--- src/rtl/multicycle_ctrl_pkg.sv ---
// Shared definitions for the multicycle controller: instruction classes, FSM
// state/stage encodings and the per-class strobe decode.
package multicycle_ctrl_pkg;

    localparam int CLASS_W = 5;

    typedef enum logic [CLASS_W-1:0] {
        CL_NONE = 5'd0,
        RTYPE   = 5'd1,
        ITYPE   = 5'd2,
        STYPE   = 5'd3,
        BTYPE   = 5'd4,
        UTYPE   = 5'd5,
        LTYPE   = 5'd6,
        JTYPE   = 5'd7,
        JRTYPE  = 5'd8,
        UPCTYPE = 5'd9
    } iclass_e;

    // State codes double as the externally visible stage number.
    typedef enum logic [2:0] {
        S_FETCH   = 3'd1,
        S_DECODE  = 3'd2,
        S_EXECUTE = 3'd3,
        S_MEM     = 3'd4,
        S_WB      = 3'd5,
        S_FAULT   = 3'd7
    } state_e;

    typedef struct packed {
        logic rd_a;
        logic rd_b;
        logic pass;
    } strobes_t;

    function automatic strobes_t decode_strobes(input iclass_e c);
        strobes_t s;
        s = '0;
        case (c)
            RTYPE, ITYPE, LTYPE: s = '{rd_a: 1'b1, rd_b: 1'b1, pass: 1'b0};
            STYPE, BTYPE:        s = '{rd_a: 1'b1, rd_b: 1'b1, pass: 1'b1};
            UTYPE, JRTYPE:       s = '{rd_a: 1'b1, rd_b: 1'b0, pass: 1'b0};
            default:             s = '0;
        endcase
        return s;
    endfunction

    function automatic logic writes_rd(input iclass_e c);
        case (c)
            RTYPE, ITYPE, UTYPE, LTYPE, UPCTYPE, JTYPE, JRTYPE: return 1'b1;
            default:                                            return 1'b0;
        endcase
    endfunction

endpackage

--- src/rtl/multicycle_ctrl_wait_timer.sv ---
// Bus wait-state counter: counts cycles a request has been stalled and flags
// the cycle in which the stall reaches MEM_TIMEOUT (0 disables the timeout).
module ctrl_wait_timer #(
    parameter int TIMEOUT_W   = 4,
    parameter int MEM_TIMEOUT = 15
) (
    input  logic clk,
    input  logic reset,
    input  logic wait_i,
    output logic timeout_o
);

    localparam logic [TIMEOUT_W-1:0] CNT_MAX = '1;
    localparam logic [TIMEOUT_W-1:0] LIMIT   = TIMEOUT_W'(MEM_TIMEOUT);
    localparam bit ENABLED = (MEM_TIMEOUT != 0) && (MEM_TIMEOUT <= (2**TIMEOUT_W - 1));

    logic [TIMEOUT_W-1:0] count_q, count_d;

    // NOTE: combinational blocks assign every output first so no path leaves a latch.
    always_comb begin
        count_d = '0;
        if (wait_i) begin
            count_d = (count_q == CNT_MAX) ? count_q : count_q + TIMEOUT_W'(1);
        end
    end

    // NOTE: state registers use non-blocking assignments so all flops update together.
    always_ff @(posedge clk) begin
        if (!reset) begin
            count_q <= '0;
        end else begin
            count_q <= count_d;
        end
    end

    assign timeout_o = ENABLED && wait_i && (count_q == LIMIT);

endmodule

--- src/rtl/multicycle_ctrl.sv ---
// Five-stage multicycle controller with req/ready memory handshake and sticky
// bus-timeout fault. Define CTRL_PERF_EN to build the cycle/instret counters.
module multicycle_ctrl
    import multicycle_ctrl_pkg::*;
#(
    parameter int XLEN        = 32,
    parameter int ITYPE_W     = 5,
    parameter int TIMEOUT_W   = 4,
    parameter int MEM_TIMEOUT = 15
) (
    input  logic               clk,
    input  logic               reset,
    output logic [2:0]         stage_o,
    output logic               mem_req_o,
    output logic               mem_we_o,
    output logic [XLEN-1:0]    mem_addr_o,
    output logic [XLEN-1:0]    mem_wdata_o,
    input  logic [XLEN-1:0]    mem_rdata_i,
    input  logic               mem_ready_i,
    input  logic [XLEN-1:0]    pc_i,
    output logic               pc_wen_o,
    input  logic [XLEN-1:0]    alu_addr_i,
    input  logic [XLEN-1:0]    store_data_i,
    input  logic [ITYPE_W-1:0] itype_i,
    output logic [XLEN-1:0]    ir_o,
    output logic [XLEN-1:0]    load_data_o,
    output logic               rd_a_o,
    output logic               rd_b_o,
    output logic               pass_o,
    output logic               wb_q_readin_o,
    output logic               wb_en_o,
    output logic               fault_o,
    output logic [XLEN-1:0]    cycle_cnt_o,
    output logic [XLEN-1:0]    instret_o
);

    function automatic iclass_e to_class(input logic [ITYPE_W-1:0] code);
        logic [31:0] code32;
        code32 = 32'(code);
        if (code32 >= 32'(RTYPE) && code32 <= 32'(UPCTYPE)) begin
            return iclass_e'(code32[CLASS_W-1:0]);
        end
        return CL_NONE;
    endfunction

    state_e          state_q, state_d;
    logic            run_q;
    logic [XLEN-1:0] ir_q, ir_d, load_q, load_d;
    iclass_e         cls;
    strobes_t        stb;
    logic            mem_req, mem_we, wb_readin, wb_en, pc_wen;
    logic [XLEN-1:0] mem_addr, mem_wdata;
    logic            timeout;

    assign cls = to_class(itype_i);

    // run_q keeps the bus quiet for the first cycle after reset, so a reset
    // never leaves a request dangling towards memory.
    always_ff @(posedge clk) begin
        if (!reset) begin
            state_q <= S_FETCH;
            run_q   <= 1'b0;
            ir_q    <= '0;
            load_q  <= '0;
        end else begin
            state_q <= state_d;
            run_q   <= 1'b1;
            ir_q    <= ir_d;
            load_q  <= load_d;
        end
    end

    always_comb begin
        state_d   = state_q;
        ir_d      = ir_q;
        load_d    = load_q;
        mem_req   = 1'b0;
        mem_we    = 1'b0;
        mem_addr  = '0;
        mem_wdata = '0;
        stb       = '0;
        wb_readin = 1'b0;
        wb_en     = 1'b0;
        pc_wen    = 1'b0;
        case (state_q)
            S_FETCH: begin
                if (run_q) begin
                    mem_req  = 1'b1;
                    mem_addr = pc_i;
                    if (mem_ready_i) begin
                        ir_d    = mem_rdata_i;
                        state_d = S_DECODE;
                    end else if (timeout) begin
                        state_d = S_FAULT;
                    end
                end
            end
            S_DECODE: begin
                stb     = decode_strobes(cls);
                state_d = S_EXECUTE;
            end
            S_EXECUTE: state_d = S_MEM;
            S_MEM: begin
                if (cls == STYPE || cls == LTYPE) begin
                    mem_req   = 1'b1;
                    mem_we    = (cls == STYPE);
                    mem_addr  = alu_addr_i;
                    mem_wdata = (cls == STYPE) ? store_data_i : '0;
                    if (mem_ready_i) begin
                        wb_readin = (cls == LTYPE);
                        if (cls == LTYPE) load_d = mem_rdata_i;
                        state_d = S_WB;
                    end else if (timeout) begin
                        state_d = S_FAULT;
                    end
                end else begin
                    wb_readin = writes_rd(cls);
                    state_d   = S_WB;
                end
            end
            S_WB: begin
                wb_en   = writes_rd(cls);
                pc_wen  = 1'b1;
                state_d = S_FETCH;
            end
            S_FAULT: state_d = S_FAULT;
            default: state_d = S_FETCH;
        endcase
    end

    ctrl_wait_timer #(
        .TIMEOUT_W   (TIMEOUT_W),
        .MEM_TIMEOUT (MEM_TIMEOUT)
    ) u_wait_timer (
        .clk       (clk),
        .reset     (reset),
        .wait_i    (mem_req && !mem_ready_i),
        .timeout_o (timeout)
    );

    assign stage_o       = state_q;
    assign mem_req_o     = mem_req;
    assign mem_we_o      = mem_we;
    assign mem_addr_o    = mem_addr;
    assign mem_wdata_o   = mem_wdata;
    assign pc_wen_o      = pc_wen;
    assign ir_o          = ir_q;
    assign load_data_o   = load_q;
    assign rd_a_o        = stb.rd_a;
    assign rd_b_o        = stb.rd_b;
    assign pass_o        = stb.pass;
    assign wb_q_readin_o = wb_readin;
    assign wb_en_o       = wb_en;
    assign fault_o       = (state_q == S_FAULT);

`ifdef CTRL_PERF_EN
    logic [XLEN-1:0] cycle_q, instret_q;

    always_ff @(posedge clk) begin
        if (!reset) begin
            cycle_q   <= '0;
            instret_q <= '0;
        end else begin
            if (run_q && state_q != S_FAULT) cycle_q <= cycle_q + XLEN'(1);
            if (pc_wen) instret_q <= instret_q + XLEN'(1);
        end
    end

    assign cycle_cnt_o = cycle_q;
    assign instret_o   = instret_q;
`else
    assign cycle_cnt_o = '0;
    assign instret_o   = '0;
`endif

endmodule

--- config.mk ---
export PLATFORM = sky130hd
export DESIGN_NAME = multicycle_ctrl
export DESIGN_NICKNAME = d
export VERILOG_FILES = /design/src/rtl/multicycle_ctrl_pkg.sv /design/src/rtl/multicycle_ctrl_wait_timer.sv /design/src/rtl/multicycle_ctrl.sv
export SDC_FILE = /design/constraint.sdc
export NUM_CORES = 1
export LEC_CHECK = 0
export BUFFER_PORTS_ARGS = -buffer_cell sky130_fd_sc_hd__buf_2
export CORE_AREA = 10 10 122 124
export DETAILED_ROUTE_END_ITERATION = 16
export DIE_AREA = 0 0 132 134
export GPL_ROUTABILITY_DRIVEN = 0
export GPL_TIMING_DRIVEN = 0
export PLACE_DENSITY = 0.8
export REMOVE_ABC_BUFFERS = 1
export SLEW_MARGIN = 10
export SYNTH_ARGS = -nofsm -noshare
export SYNTH_HDL_FRONTEND = slang
export SYNTH_HIERARCHICAL = 1
export SYNTH_SLANG_ARGS = --single-unit
--- constraint.sdc ---
create_clock -name clk -period 5.39 [get_ports clk]
set_clock_uncertainty 0.2 [all_clocks]
set_input_delay 0.539 -clock clk [delete_from_list [all_inputs] [get_ports clk]]
set_output_delay 0.539 -clock clk [all_outputs]
set_load 0.02 [all_outputs]
* Yosys cells after proc, flatten, opt, wreduce, memory -nomap -nowiden *
Index checks and enable logic that the tools add are counted.

operators by class
  $add $sub $neg = 1
  magnitude comparators = 2
  equal/unequal tests = 17
  muxes and demuxes = 29
  reduce and logical (&&, ||, !) cells = 12

operator list
  kind                                                                               number
  32-bit two-way mux                                                                 5
  32-bit case mux with 2 select lines                                                1
  5-bit by 3-bit equality test with 1-bit output (second input constant)             4
  3-bit two-way mux                                                                  6
  3-bit case mux with 5 select lines                                                 1
  1-bit two-way mux                                                                  12
  5-bit by 2-bit equality test with 1-bit output (second input constant)             2
  5-bit by 4-bit equality test with 1-bit output (second input constant)             2
  5-bit two-way mux                                                                  2
  3-bit equality test (second input constant)                                        3
  3-bit case mux with 3 select lines                                                 1
  7-bit OR reduction                                                                 1
  3-bit by 2-bit equality test with 1-bit output (second input constant)             2
  5-bit by 1-bit equality test with 1-bit output (second input constant)             1
  5-bit by 1-bit >= comparator with 1-bit output (second input constant)             1
  5-bit by 4-bit less-or-equal comparator with 1-bit output (second input constant)  1
  4-bit by 1-bit adder with 4-bit output (second input constant)                     1
  4-bit equality test (second input constant)                                        1
  4-bit AND reduction                                                                1
  2-bit OR reduction                                                                 2
  3-bit by 1-bit equality test with 1-bit output (second input constant)             1
  1-bit logical AND                                                                  3
  3-bit AND reduction                                                                1
  3-bit OR reduction                                                                 1
  5 further kinds                                                                    5

storage, ports and cells
  register bits after elaboration = 72

* Longest topological paths before layout *
Gate-level depths: netlist of the first run.

  depth after elaboration = 14
  depth in mapped cells = 11
  gate-level depth less buffers = 10

* Modules after synthesis *
The synthesis of the first run kept the hierarchy.

modules (own cells, without submodules)
  module           times used  cells each  area an instance (um^2)
  multicycle_ctrl  1           493         3852.4
  ctrl_wait_timer  1           22          203.9

* Worst setup path after synthesis of the first run *
OpenSTA, ideal clock, no wires.

  path type = reg-to-output
  from = register state_q[1] (netlist: stage_o[1])
  to = output port rd_b_o
  arrival = 2200 ps
  required time = 4651 ps
  path slack = 2451 ps
  stages on the path, launching flop included = 5
  buffers on the path = 1
  path through = dfxtp_1 buf_4 nand2b_1 or3_1 a2111oi_0

between the ends
  word-level cells in the longest chain between the ends = 2

RTL lines
  what                                            RTL line               text
  start, declared                                 multicycle_ctrl.sv:46  state_e state_q, state_d;
  start signal, assigned                          multicycle_ctrl.sv:66  state_q <= state_d;
  3-bit by 2-bit equality test with 1-bit output  multicycle_ctrl.sv:85  case (state_q)
  3-bit two-way mux                               multicycle_ctrl.sv:85
  end, declared                                   multicycle_ctrl.sv:28  output logic rd_b_o,

Every way passes these cells.

* Worst setup path in the final report of the first run *
  from = register state_q[2] (netlist: stage_o[2])
  to = output port mem_addr_o[10]

between the ends
  word-level cells in the longest chain between the ends = 2
  elaborated cells between the ends (all ways) = 3

RTL lines
  what                                                                                          RTL line               text
  3-bit equality test / 3-bit by 1-bit equality test with 1-bit output (equally long branches)  multicycle_ctrl.sv:85
  32-bit case mux with 2 select lines *                                                         multicycle_ctrl.sv:85
  end, declared                                                                                 multicycle_ctrl.sv:16  output logic [XLEN-1:0] mem_addr_o,

Every way passes the cells marked *; elsewhere a longest branch is shown, timed or not.

==> flow_summary.toml, run 1 <==
[outcome]
status = "finished clean"

[logic_synthesis]
synth-seq-cells = 72
synthFlopType = "dfxtp_1"
ys.warnings.count = 6
ys_seq_area_frac = 0.355
syn_area_per_cell_um2 = 7.88
synth_cells = 515
netlist-cell-type-count = 47
synth_edf_count = 0
yosys.area.top_type = "dfxtp_1"
synth_top_area_share = 0.355
syn_area_um2 = 4060
async_reset_ff_frac = 0
synth_common_cells = "101 x nand2_1, 72 x dfxtp_1, 69 x buf_4, 36 x nand3_1, 34 x o21ai_1"
synth_top_family_by_area = "simple AND/OR/NAND/NOR gates"
synth.area.top_cells = "dfxtp_1 36%, buf_4 13%, nand2_1 9.3%"
muxShareOfSynthArea = 0.00247
post-synth-top-count-cell = "nand2_1"
synthXorXnorAreaFrac = 0.00216
synth_compound_area_frac = 0.198
synthSimpleGateAreaFrac = 0.262
synth-adder-area-share = 0.00308

[route]
drt.antenna.violating_nets = 0
wirelength_mm = 15.9
drt_pre_antenna_iters = 4
via_per_inst = 4.58
first_iter_violations = 190
routedWlPerCell_um = 16.9
dr_total_vias = 4313
drc = 0

[power_and_ir_drop]
p_seq_frac = 0.372
power.density_nw_per_um2 = 272
power_switching_uw = 466
p_leak_nw = 3.02
p_int_mw = 1.06
p_sw_frac = 0.304
peakVddDrop_mv = 0.152
pwr-share-clk = 0.395
pwr-share-comb = 0.233

[placement]
portBuffers = 275
hpwlAfterDp_mm = 13.0

[setup_path]
crit_buf_inv = 3
crit_path_max_fanout = 18
start_kind = "register"
crit_top_cell = "buf_6"
worst_setup_path_end_kind = "output pin"
cp.required_ns = 4.65
worstSetupPathType = "register to output pin"
critPathTopFamily = "simple AND/OR/NAND/NOR gates"
cp_slowest_cell = "dfxtp_1"
crit_arrival_ns = 2.51
crit_chain = "or3b_4, nor4_4, buf_6, buf_6, a22o_1, buf_2"
cpPeakStageDelay_ns = 0.56

[clock_network]
cts_root_buf = "clkbuf_16"
path_clk_slew_ns = 0.06
cts_tree = "done"
clock_latency_ns = 0.33
cts_setup_buffers = 0
numCtsBuffers = 9
htreeDepth = 3
cts_resized = 0
cts.sinks = 72
cts_hold_buffers = 0
cts_buffer_depth = 2

[timing]
finalHoldViolCount = 0
tns_ns = 0
hold_slack_ns = 0.242
period_share = 0.603
relSlewSlack = 0.370
worst_pin_slew_ns = 0.945
timing.fmax_mhz = 308
finalSetupViolCount = 0
rsz0062_at_grt = "no"
layout_min_cycle_time_ns = 3.25
finalMaxSlewViolations = 0

[grt]
grt_max_degree = 60
overflow = 0
track_usage = 0.168
grt_pass1_vias = 4194
antenna_found_initial = 2
grt_first_pass_wirelength_mm = 23.9

[floorplanning]
fp.dieArea_um2 = 17700
initial_core_util = 0.325
io_pins = 340
coreArea_um2 = 12500
die_h_um = 134
die_w_um = 132
num_rows = 41

[finish]
fillerInstances = 1265
layout-drive-gt1-share = 0.406
synthToLayoutAreaGrowth_pct = 38.8
final_nets = 901

[job]
cap_violations = 0

[hold_path]
hp-class = "register to register"
[flip-flops by register name (all words and copies together) (netlist names)]
register	count
stage_o	3
load_data_o	32
u_wait_timer/count_q	4
ir_o	32
run_q	1
[power by group through the flow]
stage | Sequential (mW) | Combinational (mW) | Clock, mW
2_1_floorplan | 0.601 | 0.176 | 0
3_3_place_gp | 0.579 | 0.343 | 0
3_5_place_dp | 0.581 | 0.356 | 0
4_1_cts | 0.569 | 0.357 | 0.622
5_1_grt | 0.573 | 0.388 | 0.650
6_report | 0.569 | 0.357 | 0.605
[layer usage]
layer / track usage / vias up / wire length [um]
met1: 0.191 / 1986 / 6490
met5: 0 / - / 0
met3: 0.0732 / 14 / 1450
met4: 0.0408 / 0 / 208
li1: - / 2136 / -
met2: 0.282 / 177 / 7730
[metrics by stage]
| step | instance area [um^2] | instances | utilization | worst slack [ns] | total power [mW] |
|---|---|---|---|---|---|
| floorplan | 3580 | 468 | - | 0.222 | 0.777 |
| global placement | 5170 | 915 | 0.415 | -1.92 | 0.922 |
| detailed placement | 5320 | 925 | 0.427 | 2.41 | 0.936 |
| CTS | 5630 | 941 | 0.451 | 2.15 | 1.55 |
| global route | 5630 | 941 | 0.451 | 2.00 | 1.61 |
| finish | 5630 | 942 | 0.452 | 2.14 | 1.53 |
[placed cells by master (no fill, tap or decap), types with 2 or more instances in the layout]
cell / netlist / layout
a2111oi_0: 2 / 2
a21boi_1: 32 / 32
a21o_1: 2 / 2
a21oi_1: 2 / 2
a22o_1: 32 / 32
and2_1: 3 / 2
and3_1: 33 / 33
and3b_1: 3 / 3
buf_2: 7 / 274
buf_4: 69 / 4
buf_6: 4 / 4
buf_8: 0 / 2
clkbuf_16: 0 / 9
clkbuf_8: 0 / 2
conb_1: 1 / 64
dfxtp_1: 72 / 72
nand2_1: 101 / 100
nand2_2: 1 / 2
nand2b_1: 3 / 3
nand3_1: 36 / 36
nor2_1: 8 / 7
nor2b_1: 3 / 3
nor3_1: 6 / 5
nor3_2: 1 / 2
nor3b_1: 2 / 2
o21a_1: 2 / 2
o21ai_0: 4 / 4
o21ai_1: 34 / 34
or3_1: 3 / 3
[final cells by class]
class	instances	area, um^2	share of cell area
clock buffer	12	256	0.0456
multi-input combinational	395	2160	0.384
clock inverter	4	51.3	0.00911
tap	172	215	0.0382
timing repair buffer	285	1500	0.266
antenna	1	2.50	0.000444
sequential	72	1440	0.256
inverter	1	3.75	0.000667
[final timing paths]
kind / cells past startpoint / slack [ns] / start / to
worst max-delay path: 6 / 2.14 / stage_o[2] / mem_addr_o[10]
worst min-delay path: 2 / 0.24 / load_data_o[31] / load_data_o[31]
worst max register to register: 9 / 2.48 / stage_o[2] / stage_o[2]
worst min register to register: 2 / 0.24 / load_data_o[31] / load_data_o[31]
[worst reg2reg max path, cell delays in order, from the launching register on]
cell and delay, ns:
dfxtp_1 0.56, or3b_4 0.47, nor4_4 0.39, or2_1 0.20, nor2b_1 0.27, inv_1 0.07, nor2_1 0.19, nor3b_1 0.20
o21ai_0 0.11, a21oi_1 0.17
[cells by family (layout without fill, tap and decap cells)]
family,Yosys count,count (layout)
muxes,1,1
xor gates and xnor gates,1,1
adders and majority gates,1,1
AOI/OAI and AO/OA,114,114
other,1,65
DFF,72,72
and+or+nand+nor,214,214
buffers and inverters,111,302
Power figures use the tool's default switching activity.
==> run 2: changes to the inputs <==
ABC_AREA = 1   (was unset)
CORE_AREA = 10 10 124 126   (was 10 10 122 124)
DIE_AREA = 0 0 134 136   (was 0 0 132 134)
PLACE_DENSITY = 0.79   (was 0.8)
clock period = 3.1 ns   (was 5.39 ns; I/O delays follow)
==> run 2 against run 1 <==
  * Core utilization shrank 0.40 points
  * Die area grew 3.0%
  * Global-route usage grew 1.1 points
  * Register-to-register slack lost 2.2 ns
  * Flip-flop and latch count is the same
  * First-iteration DRC count shrank 10%
  * Synthesized area grew 5.0%
  * Non-clock buffer count shrank 6
  * Via count grew 12%
  * Hold slack lost 0.22 ns
  * Worst setup slack lost 1.9 ns
==> flow_summary.toml, run 2 <==
[grt]
grt_first_pass_wirelength_mm = 25.9
overflow = 0
grt_pass1_vias = 4765
antenna_found_initial = 3
grt_max_degree = 68
track_usage = 0.178

[power_and_ir_drop]
p_int_mw = 1.81
pwr-share-clk = 0.397
power_switching_uw = 814
p_sw_frac = 0.310
peakVddDrop_mv = 0.427
p_seq_frac = 0.379
p_leak_nw = 3.74
power.density_nw_per_um2 = 452
pwr-share-comb = 0.223

[hold_path]
hold-path-endpoint = "load_data_o[8]"
hp-class = "input port to register"
hp-start = "mem_rdata_i[8]"
holdPathStages = 3

[route]
dr_total_vias = 4821
via_per_inst = 4.21
drt.antenna.violating_nets = 0
drc = 0
first_iter_violations = 171
drt_pre_antenna_iters = 4
wirelength_mm = 17.4
routedWlPerCell_um = 15.2

[clock_network]
cts_tree = "done"
clock_latency_ns = 0.33
numCtsBuffers = 9
htreeDepth = 3
cts.sinks = 72
cts_root_buf = "clkbuf_16"
cts_buffer_depth = 2
cts_hold_buffers = 0
path_clk_slew_ns = 0.06

[timing]
relSlewSlack = 0.247
finalHoldViolCount = 0
worst_pin_slew_ns = 1.13
finalSetupViolCount = 0
period_share = 0.936
tns_ns = 0
layout_min_cycle_time_ns = 2.90
hold_slack_ns = 0.0185
timing.fmax_mhz = 345
rsz0062_at_grt = "yes"
finalMaxSlewViolations = 0

[setup_path]
crit_arrival_ns = 2.39
r2r-start = "stage_o[0]"
worst_setup_path_end_kind = "output pin"
rr_endpoint = "ir_o[13]"
r2r_cells = 7
worstSetupPathType = "register to output pin"
crit_path_max_fanout = 32
start_kind = "register"
cp.required_ns = 2.59
reg2reg_slack_ns = 0.25

[finish]
fin_area_um2 = 5810
layout_commonest_cell = "buf_2"
final_nets = 1098
fillerInstances = 1397
layout_common_cells = "275 x buf_2, 183 x nor2_1, 159 x nand2_1"
fin_cells = 1145
layout-drive-gt1-share = 0.322
synthToLayoutAreaGrowth_pct = 36.4

[floorplanning]
die_h_um = 136
fp.dieArea_um2 = 18200
num_rows = 42
initial_core_util = 0.328
io_pins = 340
die_w_um = 134
coreArea_um2 = 13000

[placement]
dp_cells = 1125
hpwlAfterDp_mm = 14.3
dpl_cell_area_um2 = 5480
portBuffers = 275

[logic_synthesis]
post-synth-top-count-cell = "nor2_1"
synthFlopType = "dfxtp_1"
synth_cells = 704
syn_area_per_cell_um2 = 6.05
synth-seq-cells = 72
yosys.area.top_type = "dfxtp_1"
ys.warnings.count = 6
async_reset_ff_frac = 0
synth_top_area_share = 0.338
synth.area.top_cells = "dfxtp_1 34%, nor2_1 16%, nand2_1 14%"
netlist-cell-type-count = 22
syn_area_um2 = 4260
synth_edf_count = 0
ys_seq_area_frac = 0.338
synth_common_cells = "183 x nor2_1, 160 x nand2_1, 87 x inv_1, 72 x dfxtp_1, 68 x buf_4"

[outcome]
status = "finished clean"

[job]
cap_violations = 0
run 2: changes by cell type after synthesis, sizes merged, moves of 32 or more:
cell,change
a22o,-32
inv,+94
nand2,+58
and3,-34
nor2,+179
a21boi,-32
run 2: metrics by stage:
stage	worst slack (ns)	total power, mW	util
final	0.197	2.63	0.448
after global routing	-0.0521	2.76	0.447
after CTS	0.136	2.65	0.447
after detailed placement	-0.306	1.60	0.422
after global placement	-1.47	1.59	0.420
after floorplan	-0.507	1.35	-
run 2: worst max-delay path by stage:
stage | from | depth (start not counted) | end
finish | stage_o[0] | 7 | mem_addr_o[20]
floorplan | stage_o[2] | 4 | wb_q_readin_o
CTS | stage_o[0] | 7 | mem_addr_o[20]
global route | stage_o[0] | 7 | mem_addr_o[20]
detailed placement | stage_o[0] | 7 | ir_o[13]
global placement | stage_o[2] | 5 | wb_q_readin_o
run 2: cells by family after synthesis:
family | after synthesis | synth area share
AND/OR/NAND/NOR | 394 | 0.368
AO/OA/AOI/OAI | 45 | 0.0543
buffers and inverters | 191 | 0.236
flip-flops | 72 | 0.338
adder cells (fa/ha/maj) | 1 | 0.00294
other | 1 | 0.000880
run 2: layer usage:
layer  vias to the layer above  part of all wire  track usage
met5                         -                 0            0
li1                       2491                 -            -
met3                         7              0.13       0.0989
met4                         0            0.0069       0.0375
met2                       218              0.51        0.320
met1                      2105              0.35        0.177
run 2: power groups by stage:
| stage | registers (mW) | logic (mW) | clock network [mW] |
|---|---|---|---|
| after detailed placement | 1.01 | 0.583 | 0 |
| after floorplan | 1.07 | 0.279 | 0 |
| after CTS | 0.996 | 0.585 | 1.07 |
| final | 0.997 | 0.586 | 1.04 |
| after global placement | 1.01 | 0.579 | 0 |
| after global routing | 1.00 | 0.649 | 1.10 |
run 2: cell type report:
cell class                 instances  area, um^2  share of cell area
clock buffer                      11         253              0.0435
clock inverter                     5        55.1             0.00947
sequential                        72        1440               0.248
inverter                          95         357              0.0614
timing repair buffer             279        1420               0.244
tap                              176         220              0.0379
antenna                            3        7.51             0.00129
multi-input combinational        504        2060               0.354
run 2: what timing repair did:
action | in CTS | in global routing
pin swaps | 1 | 0
endpoints found under the setup margin | 33 | 9
gates resized for setup | 1 | 1
setup buffers | 1 | 0
run 2: critical path: stages, from the launching register on:
cell	delay, ns
dfxtp_1	0.41
inv_2	0.06
nor2_2	0.12
nand3_1	0.21
inv_1	0.73
nand2_1	0.23
nand2_1	0.12
buf_2	0.18
